$ cat config.mk
export PLATFORM = sky130hd
export DESIGN_NAME = mem_port_arbiter
export DESIGN_NICKNAME = d
export VERILOG_FILES = /design/src/rtl/mem_port_arbiter.sv
export SDC_FILE = /design/constraint.sdc
export NUM_CORES = 1
export LEC_CHECK = 0
export ABC_AREA = 1
export ABC_CLOCK_PERIOD_IN_PS = 1400
export CORE_MARGIN = 2
export CORE_UTILIZATION = 37
export DETAILED_ROUTE_END_ITERATION = 16
export GPL_TIMING_DRIVEN = 1
export PLACE_DENSITY = 0.83
export SLEW_MARGIN = 5
export SYNTH_ARGS = -nofsm -noshare
export SYNTH_HDL_FRONTEND = slang
export SYNTH_SLANG_ARGS = --single-unit
$ cat constraint.sdc
create_clock -name clk -period 1.4 [get_ports clk]
set_clock_uncertainty 0.1 [all_clocks]
set_input_delay 0.14 -clock clk [delete_from_list [all_inputs] [get_ports clk]]
set_output_delay 0.14 -clock clk [all_outputs]
set_load 0.01 [all_outputs]
$ cat src/rtl/mem_port_arbiter.sv
// rtl/mem_port_arbiter.sv - round-robin arbiter sharing one memory port between data and instruction caches
module mem_port_arbiter #(
    parameter int ADDR_W      = 32,
    parameter int DATA_W      = 32,
    parameter int WAIT_STATES = 2
) (
    input  logic              clk,
    input  logic              rst,
    input  logic              r0_strobe,
    input  logic              r0_rw,
    input  logic [ADDR_W-1:0] r0_address,
    input  logic [DATA_W-1:0] r0_data_in,
    output logic [DATA_W-1:0] r0_data_out,
    output logic              r0_ready,
    input  logic              r1_strobe,
    input  logic              r1_rw,
    input  logic [ADDR_W-1:0] r1_address,
    input  logic [DATA_W-1:0] r1_data_in,
    output logic [DATA_W-1:0] r1_data_out,
    output logic              r1_ready,
    output logic              S_strobe,
    output logic              S_rw,
    output logic [ADDR_W-1:0] S_address,
    output logic [DATA_W-1:0] S_data_out,
    input  logic [DATA_W-1:0] S_data_in,
    output logic              busy,
    output logic              grant
);

    typedef enum logic [1:0] {IDLE, ACCESS, RESP} state_t;

    localparam logic [3:0] CNT_LOAD = 4'(WAIT_STATES - 1);

    state_t            state_q, state_d;
    logic [3:0]        cnt_q, cnt_d;
    logic              last_grant_q, last_grant_d;
    logic              grant_q, grant_d;
    logic              rw_q, rw_d;
    logic [ADDR_W-1:0] addr_q, addr_d;
    logic [DATA_W-1:0] wdata_q, wdata_d;
    logic [DATA_W-1:0] rdata0_q, rdata0_d;
    logic [DATA_W-1:0] rdata1_q, rdata1_d;
    logic              winner;

    always_ff @(posedge clk or negedge rst) begin
        if (!rst) begin
            state_q      <= IDLE;
            cnt_q        <= '0;
            last_grant_q <= 1'b1;
            grant_q      <= 1'b0;
            rw_q         <= 1'b0;
            addr_q       <= '0;
            wdata_q      <= '0;
            rdata0_q     <= '0;
            rdata1_q     <= '0;
        end else begin
            state_q      <= state_d;
            cnt_q        <= cnt_d;
            last_grant_q <= last_grant_d;
            grant_q      <= grant_d;
            rw_q         <= rw_d;
            addr_q       <= addr_d;
            wdata_q      <= wdata_d;
            rdata0_q     <= rdata0_d;
            rdata1_q     <= rdata1_d;
        end
    end

    always_comb begin
        state_d      = state_q;
        cnt_d        = cnt_q;
        last_grant_d = last_grant_q;
        grant_d      = grant_q;
        rw_d         = rw_q;
        addr_d       = addr_q;
        wdata_d      = wdata_q;
        rdata0_d     = rdata0_q;
        rdata1_d     = rdata1_q;
        // On a tie the port that did not win last time goes first
        winner       = (r0_strobe && r1_strobe) ? ~last_grant_q : r1_strobe;
        case (state_q)
            IDLE: begin
                if (r0_strobe || r1_strobe) begin
                    grant_d = winner;
                    addr_d  = winner ? r1_address : r0_address;
                    rw_d    = winner ? r1_rw      : r0_rw;
                    wdata_d = winner ? r1_data_in : r0_data_in;
                    cnt_d   = CNT_LOAD;
                    state_d = ACCESS;
                end
            end
            ACCESS: begin
                if (cnt_q == 4'd0) begin
                    if (!rw_q) begin
                        if (grant_q) rdata1_d = S_data_in;
                        else         rdata0_d = S_data_in;
                    end
                    state_d = RESP;
                end else begin
                    cnt_d = cnt_q - 4'd1;
                end
            end
            RESP: begin
                last_grant_d = grant_q;
                state_d      = IDLE;
            end
            default: state_d = IDLE;
        endcase
    end

    assign S_strobe    = (state_q == ACCESS);
    assign S_address   = S_strobe ? addr_q : '0;
    assign S_rw        = S_strobe & rw_q;
    assign S_data_out  = (S_strobe && rw_q) ? wdata_q : '0;
    assign r0_ready    = (state_q == RESP) && !grant_q;
    assign r1_ready    = (state_q == RESP) && grant_q;
    assign r0_data_out = rdata0_q;
    assign r1_data_out = rdata1_q;
    assign busy        = (state_q != IDLE);
    assign grant       = grant_q;

endmodule
-- Yosys cells after proc, flatten, opt, wreduce, memory -nomap -nowiden
Index checks and enable logic that the tools add are counted.
- multiplexer cells: 12
- add/subtract/negate cells: 1
- reductions and logical operators: 15
- bitwise logic cells: 4
- equality and inequality tests: 5
- operators by type and width (cell ; count):
    $mux 32 ; 4
    $mux 4 ; 2
    $pmux 4 s2 ; 1
    $reduce_and 4->1 ; 2
    $logic_and 1x1->1 ; 4
    $logic_not 4->1 ; 1
    $mux 2 ; 2
    $ne 2x2->1 const B ; 2
    $pmux 2 s2 ; 1
    $reduce_and 2->1 ; 2
    $reduce_bool 2->1 ; 2
    $sub 4x1->4 const B ; 1
    $not 1->1 ; 3
    $reduce_and 3->1 ; 1
    $eq 2x1->1 const B ; 1
    $eq 2x2->1 const B ; 1
    $logic_not 2->1 ; 1
    $mux 1 ; 2
    $ne 2x1->1 const B ; 1
    $and 1x1->1 ; 1
    $logic_not 1->1 ; 1
    $logic_or 1x1->1 ; 1
- flip-flop bits (word level): 137
- output and inout port bits: 134
- logic and storage cells: 46
- input port bits: 166

-- Logic depth before layout (Yosys ltp)
- word-level depth: 3
- gate-level depth with buffers: 8
- depth with buffers taken out: 7

-- Least setup slack after synthesis
Ideal clock, no wire load.
- path type: register to register
- from: reg cnt_q[0]
- to: reg rdata1_q[10], in the netlist r1_data_out[10]
- path buffers: 1
- path slack: -0.116 ns
- period minus slack after synthesis: 1.516 ns
- required time: 1.184 ns
- library setup time: 0.116 ns
- data arrival time: 1.300 ns
- cell stages (with the launch flop): 9
- cell sequence: dfrtp_1 inv_1 ha_1 nand2_2 nor2_4 nand3_1 buf_2 nand2_1 nand2_1
- cells in the longest elaborated chain, start to end: 2
- RTL lines (item ; RTL line ; source):
    from (decl) ; 35 ; logic [3:0] cnt_q, cnt_d;
    from (signal assigned) ; 58 ; cnt_q <= cnt_d;
    $logic_not 4->1 ; 93 ; if (cnt_q == 4'd0) begin
    $reduce_and 4->1 (no source line) ; -- ;
    to (signal assigned) ; 65 ; rdata1_q <= rdata1_d;
    to (decl) ; 42 ; logic [DATA_W-1:0] rdata1_q, rdata1_d;
Every way passes these cells.
A chain may end at the register's enable or synchronous reset.

-- Final worst setup path
- from: reg state_q[1]
- to: out S_data_out[23]
- cells in the longest elaborated chain, start to end: 3
- RTL lines (item ; RTL line ; source):
    from (decl) ; 34 ; state_t state_q, state_d;
    from (signal assigned) ; 57 ; state_q <= state_d;
    $eq 2x1->1 ; 111 ; assign S_strobe = (state_q == ACCESS);
    $logic_and 1x1->1 ; 114 ; assign S_data_out = (S_strobe && rw_q) ? wdata_q : '0;
    $mux 32 ; 114 ;
    to (decl) ; 24 ; output logic [DATA_W-1:0] S_data_out,
Every way passes these cells.

==> summary.md <==
| Metric | Value |
|---|---|
| Min-Delay Path Class | in2async |
| Drt drc | 0 |
| H-tree levels | 4 |
| Leakage Power | between 5 and 6 nW |
| Worst-path maximum fanout | 16 |
| DR iter-0 viols | ~390 |
| CP Buf/Inv Count | 4 |
| Delay-heaviest family, CP | buffers and inverters |
| Worst Tran Pin Value | 366 ps |
| First-pass GRT wire length | between 30,000 and 40,000 um |
| Tmin final | 1850 ps |
| Synth top area cells | dfrtp_1 54%, nand2_1 14%, o21ai_1 10% |
| Ports | 300 |
| Root buffer cell | clkbuf_16 |
| Worst slew margin | 0.755 |
| Data arrival, critical path | 1610 ps |
| Die area | 18,100 um^2 |
| Clock tree buffer depth | 2 |
| DP Worst Slack | -454 ps |
| Max incr delay on CP | ~400 ps |
| Routed wire length | 26,100 um |
| Slew Viols, Final | 0 |
| Cells after Synth | 818 |
| Clk slew on worst S/H paths | around 60 ps |
| Crit-path cells | inv_2 > nand2_4 > nor2_4 > inv_6 > buf_12 > nor2_1 > buf_2 |
| Largest net degree at the start of global routing | 38 |
| Hpwl dp | 15,600 um |
| Worst Path Required | about 1200 ps |
| Nets@finish | 1,341 |
| Die width | approximately 130 um |
| Syn Nets | 986 |
| Unrepaired setup endpoints after global routing | yes |
| Core Area | roughly 17,000 um^2 |
| 1st-pass router iterations | 5 |
| Grt ovf | 0 |
| Area Overhead vs Synth | 82.0% |
| Diodes inserted | 0 |
| Status | finished with violations |
| Mapped Area | 6320 um^2 |
| Power Total | 26.9 mW |
| Top cell type's share of synthesized area | 0.539 |
| Post-Syn Area per Cell | roughly 7.7 um^2 |
| Final setup viols | slightly above 200 |
| Per-cell routed wire length | 18.5 um |
| TritonCTS buffer count | 17 |
| Final hold violation count | 0 |
| Clk sinks | 137 |
| Peak VDD IR | 0.00116 V |
| CTS tree | yes |
| Clock latency at the later pin of the worst-skew pair | 410 ps |
| Synth Register Bits | 137 |
| Critical-path top delay cell | dfrtp_1 |
| FF+latch area | 3430 um^2 |
| IO buf count | 299 |
| GRT Total Usage | 0.261 |
| Initial antenna violation count | 0 |
| Critical Path End Type | output pin |
| Final Worst Setup Slack | -451 ps |
| Achievable frequency | 540 MHz |
| Multi-input logic area | 2900 um^2 |
| Remaining antenna violation count after routing | 0 |
| Yosys cell types | 21 |
| Fill cells | 1,211 |
| Crit Path Category | reg2out |
| Gpl congestion | 0.811 |
| Max_cap viols | 0 |
| Via-per-instance ratio | 5.10 |
| Pwr/cell area | 2340 nW/um^2 |
| Cell taking the most area after synthesis | dfrtp_1 |
| Fin crit share | 1.32 |
| Cell Rows | 47 |
| Share of cells above drive strength 1 | 0.259 |
| Seq/Total Area, Yosys | 0.543 |
| Die Y | 135 um |
| Worst Setup Start Kind | flop |
| Failing checks | setup timing |
| Starting Density | 0.380 |
| Synth Warn # | 0 |
| Routed via count | 7,173 |
| Vias in the first global route | 7,039 |
## where the power goes
group | internal (mW) | switching [mW] | leakage (nW)
Combinational | 7.03 | 8.00 | 3.61
Sequential | 6.01 | 1.19 | 1.65
Clock | 2.70 | 1.97 | 0.288
Total | 15.7 | 11.2 | 5.55
## synth_stat cells
library cell / count
buf_1: 1
buf_2: 24
buf_4: 8
clkbuf_1: 16
dfrtp_1: 136
dfstp_2: 1
ha_1: 2
inv_1: 70
inv_2: 5
nand2_1: 236
nand2_2: 2
nand3_1: 35
nand4_1: 1
nor2_1: 140
nor2_4: 1
nor3_4: 1
o21ai_0: 9
o21ai_1: 127
o21ai_2: 1
or2_2: 1
xor2_1: 1
## cell type report
class / count / area share
clock buffers: 17 / 0.0370
repair buffers: 384 / 0.347
multi-input cells: 557 / 0.252
inverters: 75 / 0.0254
flip-flops and latches: 137 / 0.298
repair inverters: 1 / 0.000762
clock inverters: 15 / 0.0155
well taps: 220 / 0.0239
## sequential cells by signal (all words and copies together) (netlist names)
register,flops
cnt_q,4
wdata_q,32
state_q,2
r0_data_out,32
last_grant_q,1
r1_data_out,32
rw_q,1
addr_q,32
grant,1
## cell usage in the layout, fill, tap and decap left out, drive strengths merged
master / netlist / layout
nand3: 35 / 35
buf: 33 / 148
or2: 1 / 1
dfrtp: 136 / 136
inv: 75 / 84
xor2: 1 / 1
clkinv: 0 / 2
dlygate4sd2: 0 / 64
dlygate4sd3: 0 / 1
nand2: 238 / 238
nor3: 1 / 1
nor2: 141 / 141
nand4: 1 / 1
dfstp: 1 / 1
bufinv: 0 / 2
clkdlybuf4s50: 0 / 164
clkbuf: 16 / 23
ha: 2 / 2
clkinvlp: 0 / 3
bufbuf: 0 / 1
o21ai: 137 / 137
## stage by stage
stage / setup TNS (ps) / instances / hold WS (ps) / util / cell area (um^2)
finish: -60450 / 1406 / 84.5 / 0.691 / 11500
global placement: -40120 / 1335 / -48.7 / 0.595 / 9910
global route: -69830 / 1406 / 102 / 0.691 / 11500
floorplan: -1870 / 818 / -256 / - / 6390
detailed placement: -45680 / 1335 / -51.8 / 0.595 / 9910
CTS: -44790 / 1391 / 81.0 / 0.641 / 10700
## routing by layer
metal	track usage	up-vias	share of wire
met1	0.311	3467	0.39
met5	0	-	0
met4	0.124	0	0.033
li1	-	3267	-
met3	0.0709	67	0.081
met2	0.437	372	0.50
## worst paths after layout
kind                                       startpoint                     endpoint  slack [ps]  depth (start not counted)
setup / recovery               state_q[1]$_DFFE_PN0P_               S_data_out[23]        -450                          7
hold / removal                                    rst   r0_data_out[5]$_DFFE_PN0P_          80                          2
setup reg to reg               state_q[1]$_DFFE_PN0P_  r1_data_out[11]$_DFFE_PN0P_        -350                         10
hold reg to reg            r0_data_out[2]$_DFFE_PN0P_   r0_data_out[2]$_DFFE_PN0P_         370                          2
max in group asynchronous                         rst  r0_data_out[20]$_DFFE_PN0P_         560                          3
min in group clk                        S_data_in[26]  r1_data_out[26]$_DFFE_PN0P_         190                          3
## logic make-up after synthesis
kind of cell	count (synthesis)	synth area share
AOI/OAI and AO/OA	137	0.109
xor gates and xnor gates	1	0.00139
adders and majority gates	2	0.00396
buffers and inverters	124	0.0832
DFF	137	0.543
and+or+nand+nor	417	0.259
## repair_timing
action / 4_1_cts / 5_1_grt
setup buffers: 14 / 6
gates resized for setup: 393 / 161
gates cloned: 9 / 9
hold buffers: 1 / 0
hold endpoints to repair: 137 / 0
setup endpoints to repair: 268 / 204
pin swaps: 7 / 8
Note: power is estimated with default switching activity, not from simulation.
